## src/rtl/dequantizer_pkg.sv

```systemverilog
// Shared constants, FSM encoding and zigzag-to-(row,col) mapping for the
// JPEG dequantizer stage that feeds the IDCT.
package dequantizer_pkg;

    localparam int COEF_BIT_D = 12;
    localparam int QT_BIT_D   = 8;
    localparam int Q_BIT_D    = 32;
    localparam int Q_FRAC_D   = 16;
    localparam int BLOCK_BIT  = 3;
    localparam int NUM_QT_D   = 4;

    // AKIS: streaming coefficients from the entropy decoder.
    // DOLDUR: padding the rest of the block with zeros after an early EOB.
    typedef enum logic {
        AKIS   = 1'b0,
        DOLDUR = 1'b1
    } durum_t;

    // Walks the 15 anti-diagonals of the 8x8 block in JPEG zigzag order and
    // returns {row, col} of the k-th visited position. Odd diagonals run
    // top-right to bottom-left, even diagonals the other way.
    function automatic logic [2*BLOCK_BIT-1:0] zz_rc(input logic [5:0] k);
        logic [2*BLOCK_BIT-1:0] res;
        int n;
        int lo;
        int hi;
        int r;
        res = '0;
        n   = 0;
        for (int s = 0; s < 15; s++) begin
            lo = (s > 7) ? s - 7 : 0;
            hi = (s < 7) ? s : 7;
            for (int i = 0; i < 8; i++) begin
                if (i <= hi - lo) begin
                    r = (s % 2 == 1) ? lo + i : hi - i;
                    if (n == int'(k)) begin
                        res = {r[BLOCK_BIT-1:0], BLOCK_BIT'(s - r)};
                    end
                    n++;
                end
            end
        end
        return res;
    endfunction

endpackage

```

## src/rtl/dequantizer_qt_bellek.sv

```systemverilog
// Quantization table storage: NUM_QT tables of 64 entries, one write port,
// one combinational read port. Reset loads every entry with 1 so an
// unprogrammed table passes coefficients through unscaled.
module qt_bellek
    import dequantizer_pkg::*;
#(
    parameter int QT_BIT = QT_BIT_D,
    parameter int NUM_QT = NUM_QT_D,
    parameter int TS_BIT = 2
) (
    input  logic              clk_i,
    input  logic              rst_i,
    input  logic              yaz_i,
    input  logic [TS_BIT-1:0] yaz_sec_i,
    input  logic [5:0]        yaz_adres_i,
    input  logic [QT_BIT-1:0] yaz_veri_i,
    input  logic [TS_BIT-1:0] oku_sec_i,
    input  logic [5:0]        oku_adres_i,
    output logic [QT_BIT-1:0] oku_veri_o
);

    logic [QT_BIT-1:0] r_mem [NUM_QT*64];

    // Single-cycle table write; reset restores identity scaling everywhere.
    always_ff @(posedge clk_i or posedge rst_i) begin
        if (rst_i) begin
            for (int i = 0; i < NUM_QT*64; i++) begin
                r_mem[i] <= QT_BIT'(1);
            end
        end else if (yaz_i) begin
            r_mem[{yaz_sec_i, yaz_adres_i}] <= yaz_veri_i;
        end
    end

    // Same-cycle read of an entry being written sees the old contents.
    assign oku_veri_o = r_mem[{oku_sec_i, oku_adres_i}];

endmodule

```

## src/rtl/dequantizer.sv

```systemverilog
// JPEG dequantizer: scales zigzag-ordered coefficients by the selected
// quantization table, maps them to (row, col), pads early-EOB blocks with
// zeros and emits Q-format values to the IDCT through a 2-stage pipeline.
module dequantizer
    import dequantizer_pkg::*;
#(
    parameter int COEF_BIT  = COEF_BIT_D,
    parameter int QT_BIT    = QT_BIT_D,
    parameter int Q_BIT     = Q_BIT_D,
    parameter int Q_FRAC    = Q_FRAC_D,
    parameter int NUM_QT    = NUM_QT_D,
    localparam int TS_BIT   = (NUM_QT > 1) ? $clog2(NUM_QT) : 1
) (
    input  logic                       clk_i,
    input  logic                       rst_i,
    input  logic signed [COEF_BIT-1:0] hd_veri_i,
    input  logic        [TS_BIT-1:0]   hd_tablo_i,
    input  logic                       hd_gecerli_i,
    input  logic                       hd_blok_son_i,
    output logic                       hd_hazir_o,
    input  logic                       qt_yaz_i,
    input  logic        [TS_BIT-1:0]   qt_sec_i,
    input  logic        [5:0]          qt_adres_i,
    input  logic        [QT_BIT-1:0]   qt_veri_i,
    output logic signed [Q_BIT-1:0]    dq_veri_o,
    output logic        [BLOCK_BIT-1:0] dq_row_o,
    output logic        [BLOCK_BIT-1:0] dq_col_o,
    output logic                       dq_gecerli_o,
    output logic                       dq_blok_son_o,
    input  logic                       dq_hazir_i
);

    localparam int PROD_W = COEF_BIT + QT_BIT + 1;
    localparam int IW     = Q_BIT - Q_FRAC;
    localparam int QMAX   = (1 <<< (IW - 1)) - 1;
    localparam int QMIN   = -(1 <<< (IW - 1));

    // Clamp the integer product into the output integer field, then place it
    // above an all-zero fraction.
    function automatic logic signed [Q_BIT-1:0] sat_q(input logic signed [PROD_W-1:0] p);
        int v;
        v = int'(p);
        if (v > QMAX) begin
            v = QMAX;
        end else if (v < QMIN) begin
            v = QMIN;
        end
        return {v[IW-1:0], {Q_FRAC{1'b0}}};
    endfunction

    durum_t                       r_state;
    durum_t                       w_state_nxt;
    logic [5:0]                   r_k;
    logic [TS_BIT-1:0]            r_tsel;
    logic [TS_BIT-1:0]            w_tsel;
    logic                         w_en;
    logic                         w_accept;
    logic                         w_inject;
    logic                         w_fire;
    logic                         w_last;
    logic [QT_BIT-1:0]            w_qt;
    logic [2*BLOCK_BIT-1:0]       w_rc;

    logic                         r_vld_p1;
    logic                         r_last_p1;
    logic signed [COEF_BIT-1:0]   r_coef_p1;
    logic        [QT_BIT-1:0]     r_qt_p1;
    logic        [BLOCK_BIT-1:0]  r_row_p1;
    logic        [BLOCK_BIT-1:0]  r_col_p1;
    logic signed [PROD_W-1:0]     w_a;
    logic signed [PROD_W-1:0]     w_b;
    logic signed [PROD_W-1:0]     w_prod;

    logic                         r_vld_p2;
    logic                         r_last_p2;
    logic signed [Q_BIT-1:0]      r_veri_p2;
    logic        [BLOCK_BIT-1:0]  r_row_p2;
    logic        [BLOCK_BIT-1:0]  r_col_p2;

    // The whole pipeline freezes only when the output holds data nobody takes.
    assign w_en   = !(r_vld_p2 && !dq_hazir_i);
    assign w_fire = w_accept || w_inject;
    assign w_last = (r_k == 6'd63);
    // The first coefficient reads with the incoming select before it is latched.
    assign w_tsel = (r_k == 6'd0) ? hd_tablo_i : r_tsel;
    assign w_rc   = zz_rc(r_k);

    qt_bellek #(
        .QT_BIT (QT_BIT),
        .NUM_QT (NUM_QT),
        .TS_BIT (TS_BIT)
    ) u_qt_bellek (
        .clk_i       (clk_i),
        .rst_i       (rst_i),
        .yaz_i       (qt_yaz_i),
        .yaz_sec_i   (qt_sec_i),
        .yaz_adres_i (qt_adres_i),
        .yaz_veri_i  (qt_veri_i),
        .oku_sec_i   (w_tsel),
        .oku_adres_i (r_k),
        .oku_veri_o  (w_qt)
    );

    // FSM state register.
    always_ff @(posedge clk_i or posedge rst_i) begin
        if (rst_i) begin
            r_state <= AKIS;
        end else begin
            r_state <= w_state_nxt;
        end
    end

    // FSM next state: an early EOB switches to zero padding until k wraps.
    always_comb begin
        w_state_nxt = r_state;
        case (r_state)
            AKIS:    if (w_accept && hd_blok_son_i && !w_last) w_state_nxt = DOLDUR;
            DOLDUR:  if (w_en && w_last) w_state_nxt = AKIS;
            default: w_state_nxt = AKIS;
        endcase
    end

    // FSM outputs: upstream is only accepted while streaming and not stalled.
    always_comb begin
        hd_hazir_o = w_en && (r_state == AKIS) && !rst_i;
        w_accept   = hd_hazir_o && hd_gecerli_i;
        w_inject   = w_en && (r_state == DOLDUR);
    end

    // Zigzag index; 6-bit wrap closes the block after entry 63.
    always_ff @(posedge clk_i or posedge rst_i) begin
        if (rst_i) begin
            r_k <= '0;
        end else if (w_fire) begin
            r_k <= r_k + 6'd1;
        end
    end

    // Table select is held for the whole block once its first entry is taken.
    always_ff @(posedge clk_i or posedge rst_i) begin
        if (rst_i) begin
            r_tsel <= '0;
        end else if (w_accept && (r_k == 6'd0)) begin
            r_tsel <= hd_tablo_i;
        end
    end

    // ---- stage 1: coefficient, table entry and position ----
    // Stage-1 control.
    always_ff @(posedge clk_i or posedge rst_i) begin
        if (rst_i) begin
            r_vld_p1  <= 1'b0;
            r_last_p1 <= 1'b0;
        end else if (w_en) begin
            r_vld_p1  <= w_fire;
            r_last_p1 <= w_fire && w_last;
        end
    end

    // Stage-1 data; padded entries carry a zero coefficient.
    always_ff @(posedge clk_i) begin
        if (w_en && w_fire) begin
            r_coef_p1 <= w_inject ? '0 : hd_veri_i;
            r_qt_p1   <= w_qt;
            r_row_p1  <= w_rc[2*BLOCK_BIT-1:BLOCK_BIT];
            r_col_p1  <= w_rc[BLOCK_BIT-1:0];
        end
    end

    assign w_a    = PROD_W'(r_coef_p1);
    assign w_b    = PROD_W'($signed({1'b0, r_qt_p1}));
    assign w_prod = w_a * w_b;

    // ---- stage 2: saturated Q-format product, drives the outputs ----
    // Stage-2 registers; data only moves when a valid entry arrives.
    always_ff @(posedge clk_i or posedge rst_i) begin
        if (rst_i) begin
            r_vld_p2  <= 1'b0;
            r_last_p2 <= 1'b0;
            r_veri_p2 <= '0;
            r_row_p2  <= '0;
            r_col_p2  <= '0;
        end else if (w_en) begin
            r_vld_p2  <= r_vld_p1;
            r_last_p2 <= r_vld_p1 && r_last_p1;
            if (r_vld_p1) begin
                r_veri_p2 <= sat_q(w_prod);
                r_row_p2  <= r_row_p1;
                r_col_p2  <= r_col_p1;
            end
        end
    end

    assign dq_veri_o     = r_veri_p2;
    assign dq_row_o      = r_row_p2;
    assign dq_col_o      = r_col_p2;
    assign dq_gecerli_o  = r_vld_p2;
    assign dq_blok_son_o = r_last_p2;

endmodule

```

## config.mk

```make
export PLATFORM = sky130hd
export DESIGN_NAME = dequantizer
export DESIGN_NICKNAME = d
export VERILOG_FILES = /design/src/rtl/dequantizer_pkg.sv /design/src/rtl/dequantizer_qt_bellek.sv /design/src/rtl/dequantizer.sv
export SDC_FILE = /design/constraint.sdc
export NUM_CORES = 2
export LEC_CHECK = 0
export CORE_AREA = 2 2 582 584
export CTS_BUF_LIST = sky130_fd_sc_hd__clkbuf_4
export DETAILED_ROUTE_END_ITERATION = 10
export DIE_AREA = 0 0 584 586
export DONT_BUFFER_PORTS = 1
export PLACE_DENSITY_LB_ADDON = 0.1
export SLEW_MARGIN = 0
export SYNTH_ARGS = -nofsm -noshare
export SYNTH_HDL_FRONTEND = slang
export SYNTH_SLANG_ARGS = --single-unit
export TNS_END_PERCENT = 10
```

## constraint.sdc

```tcl
create_clock -name clk_i -period 193.6 [get_ports clk_i]
set_input_delay 48.4 -clock clk_i [delete_from_list [all_inputs] [get_ports clk_i]]
set_output_delay 48.4 -clock clk_i [all_outputs]
set_load 0.05 [all_outputs]
```

==> results_dict.tcl <==
set metrics [dict create \
    fp.dieW_um 584 \
    postCtsHoldBufs 0 \
    finalWeightedCongestion 0.7581 \
    finalClockSkew_ns 0.08578 \
    ys_top_cells_by_area "dfrtp_1 (46%), mux2_2 (23%), mux4_2 (15%), dfstp_2 (6.7%), fa_1 (1.6%)" \
    pwr-share-clk_pct 34.1 \
    wl_per_cell_um 26.28 \
    grt_pass1_vias 62890 \
    maxCapViolCount 0 \
    powerDensity_nw_per_um2 11.80 \
    finalSetupViolations 0 \
    vias 58320 \
    layout.nets 6806 \
    grt_max_degree 257 \
    antenna_found_initial 27 \
    root_buffer "clkbuf_4" \
    stdcell_count 11590 \
    r2r_start "r_k[0]" \
    row_count 213 \
    syn2layout_area_growth_pct 12.96 \
    peakVddDrop_mv 0.01250 \
    core_area_um2 335800 \
    drc 0 \
    clock_latency_ns 1.53 \
    crit_fanout 5 \
    dieArea_um2 342200 \
    dp.cells 10430 \
    clk_path_buf_depth 4 \
    fin_crit_ns 97.61 \
    hold_path_end "dq_row_o[2]" \
    yosysWarningCount 0 \
    via_per_inst 5.031 \
    cp_num_buf_inv 0 \
    synth_area_um2 100300 \
    fin_setup_tns_ns 0 \
    wl_um 304600 \
    r2r_cells 9 \
    numClockSinks 2109 \
    synth.distinct_cells 65 \
    syn_area_per_cell_um2 15.69 \
    crit_type "in -> out" \
    final_cell_mix "mux2_2 (2058), dfrtp_1 (1822), clkbuf_4 (994), mux4_2 (673), dfstp_2 (256)" \
    swShare_pct 34.06 \
    grt_pass1_wl_um 450600 \
    sequentialPowerShare_pct 37.6 \
    required_ns 145.20 \
    grt_usage_pct 17.86 \
    slowest_stage "nor3_2" \
    synth_top_cell_area_share_pct 45.56 \
    portBuffers 0 \
    end_kind "output pin" \
    internal-power_uw 882.0 \
    cts_resized 0 \
    drive_above_1_share_pct 58.06 \
    hold_depth 1 \
    synth_area_leader_cell "dfrtp_1" \
    mostFrequentLayoutCell "mux2_2" \
    first_pass_iters 5 \
    crit_arrival_ns 49.21 \
    fmax_mhz 10.24 \
    hp-class "reg -> reg" \
    clkSlewWorstSetupHoldPaths_ns 0.06 \
    switching_power_uw 455.6 \
    power_frac_comb_pct 28.4 \
    rsz0062_at_grt "false" \
    relSlewSlack_pct 17.27 \
    io-pin-count 77 \
    ys_seq_area_share_pct 53.05 \
    cts_buffers 618 \
    ant_nets 0 \
    drt_iter0_drc 3264 \
    async_flop_share_pct 98.77 \
    path_cells "nor2b_1, nor3_2" \
    die_h_um 586 \
    start_util_pct 29.88 \
    synth_edf_count 26 \
    grt_overflow_total 0 \
    min_from "r_row_p1[2]" \
    status "completed" \
    synth.ff_latch_count 2109 \
    critPathMaxStageDelay_ns 0.72 \
    hpwl_um 174400 \
    slew_violations 0 \
    fin_crit_sh_pct 50.42 \
    cp-start-kind "input pin" \
    r2r_slack_ns 186.64 \
    hold_viol_final 0 \
    rr_endpoint "r_qt_p1[6]" \
    synth_cells 6394 \
    synth-main-ff-cell "dfrtp_1" \
    postCtsSetupBuffers 0 \
    leakagePower_uw 0.05214 \
    cts_tree "done" \
    cts_max_level 6 \
    path_delay_family "simple AND/OR/NAND/NOR gates" \
    tightest_slew_ns 1.236 \
]
==> how the worst max path moves through the flow <==
stage | start | endpoint | depth (start not counted)
after floorplan | rst_i | dq_blok_son_o | 1
after global placement | dq_hazir_i | hd_hazir_o | 2
after detailed placement | dq_hazir_i | hd_hazir_o | 2
after CTS | dq_hazir_i | hd_hazir_o | 2
after global routing | dq_hazir_i | hd_hazir_o | 2
final | dq_hazir_i | hd_hazir_o | 2
==> power by group through the flow <==
stage | Combinational (uW) | Clock [uW] | Sequential, uW
floorplan | 295 | 0 | 497
global placement | 389 | 0 | 510
detailed placement | 388 | 0 | 511
CTS | 390 | 477 | 503
global route | 419 | 501 | 506
finish | 379 | 456 | 502
==> routing by layer <==
metal  global-route usage [%]  share of wire, %  routed length, um
met1                    24.55                46             138900
met2                    28.52                47             143200
met3                    3.602               4.9              14930
met4                    5.113               2.5               7519
met5                        0             0.018                 55
==> state kept, by name (all words and copies together), names as in the netlist, 6 cells and up <==
signal	count
r_k	6
r_qt_p1	8
dq_veri_o	16
r_coef_p1	12
u_qt_bellek.r_mem	2048
==> cells in the mapped netlist (6+ instances only) <==
cell type	instances
a21o_1	6
mux2_2	2058
clkbuf_1	367
buf_2	38
and2_1	68
nor2_1	205
dfstp_2	256
o21ai_0	36
or3_1	6
ha_1	46
nand2b_1	20
fa_1	78
a22oi_1	32
xnor2_1	14
nor2b_1	18
o211ai_1	6
o22ai_1	7
edfxtp_1	26
buf_1	31
inv_1	119
mux4_2	673
nand3_1	26
a211oi_1	16
nor3_1	22
a21oi_1	46
nand2_1	227
buf_4	31
dfrtp_1	1827
a31oi_1	13
==> per-stage QoR <==
stage / setup WS, ns / instance area [um^2] / util, % / hold WS, ns / power (uW)
3_5_place_dp: 95.99 / 104800 / 31.21 / 0.4747 / 899.0
3_3_place_gp: 95.97 / 104800 / 31.21 / 0.4649 / 898.5
2_1_floorplan: 86.75 / 100400 / - / 0.4555 / 792.0
5_1_grt: 95.96 / 113300 / 33.74 / 0.4379 / 1426
4_1_cts: 95.99 / 113300 / 33.73 / 0.4349 / 1369
6_report: 95.99 / 113300 / 33.75 / 0.4469 / 1338
==> cell type report <==
cell class / count / area (um^2)
inverters: 121 / 469.2
diodes: 28 / 70.07
well taps: 4407 / 5514
flip-flops and latches: 2109 / 53240
clock buffers: 994 / 7462
multi-input cells: 3709 / 44860
clock inverters: 137 / 1008
fillers: 32840 / 222500
repair buffers: 87 / 715.7
==> cells by family (layout without fill, tap and decap cells) <==
| family | count (synthesis) | count (layout) | synth area share [%] |
|---|---|---|---|
| simple gates | 615 | 615 | 2.713 |
| compound gates | 200 | 200 | 1.301 |
| other cells | 1 | 44 | 0.003737 |
| fa+ha+maj | 124 | 124 | 2.130 |
| xor+xnor | 18 | 18 | 0.1571 |
| flops | 2109 | 2109 | 53.05 |
| mux | 2736 | 2736 | 38.25 |
| buf+inv | 591 | 1339 | 2.397 |
Power figures use the tool's default switching activity.
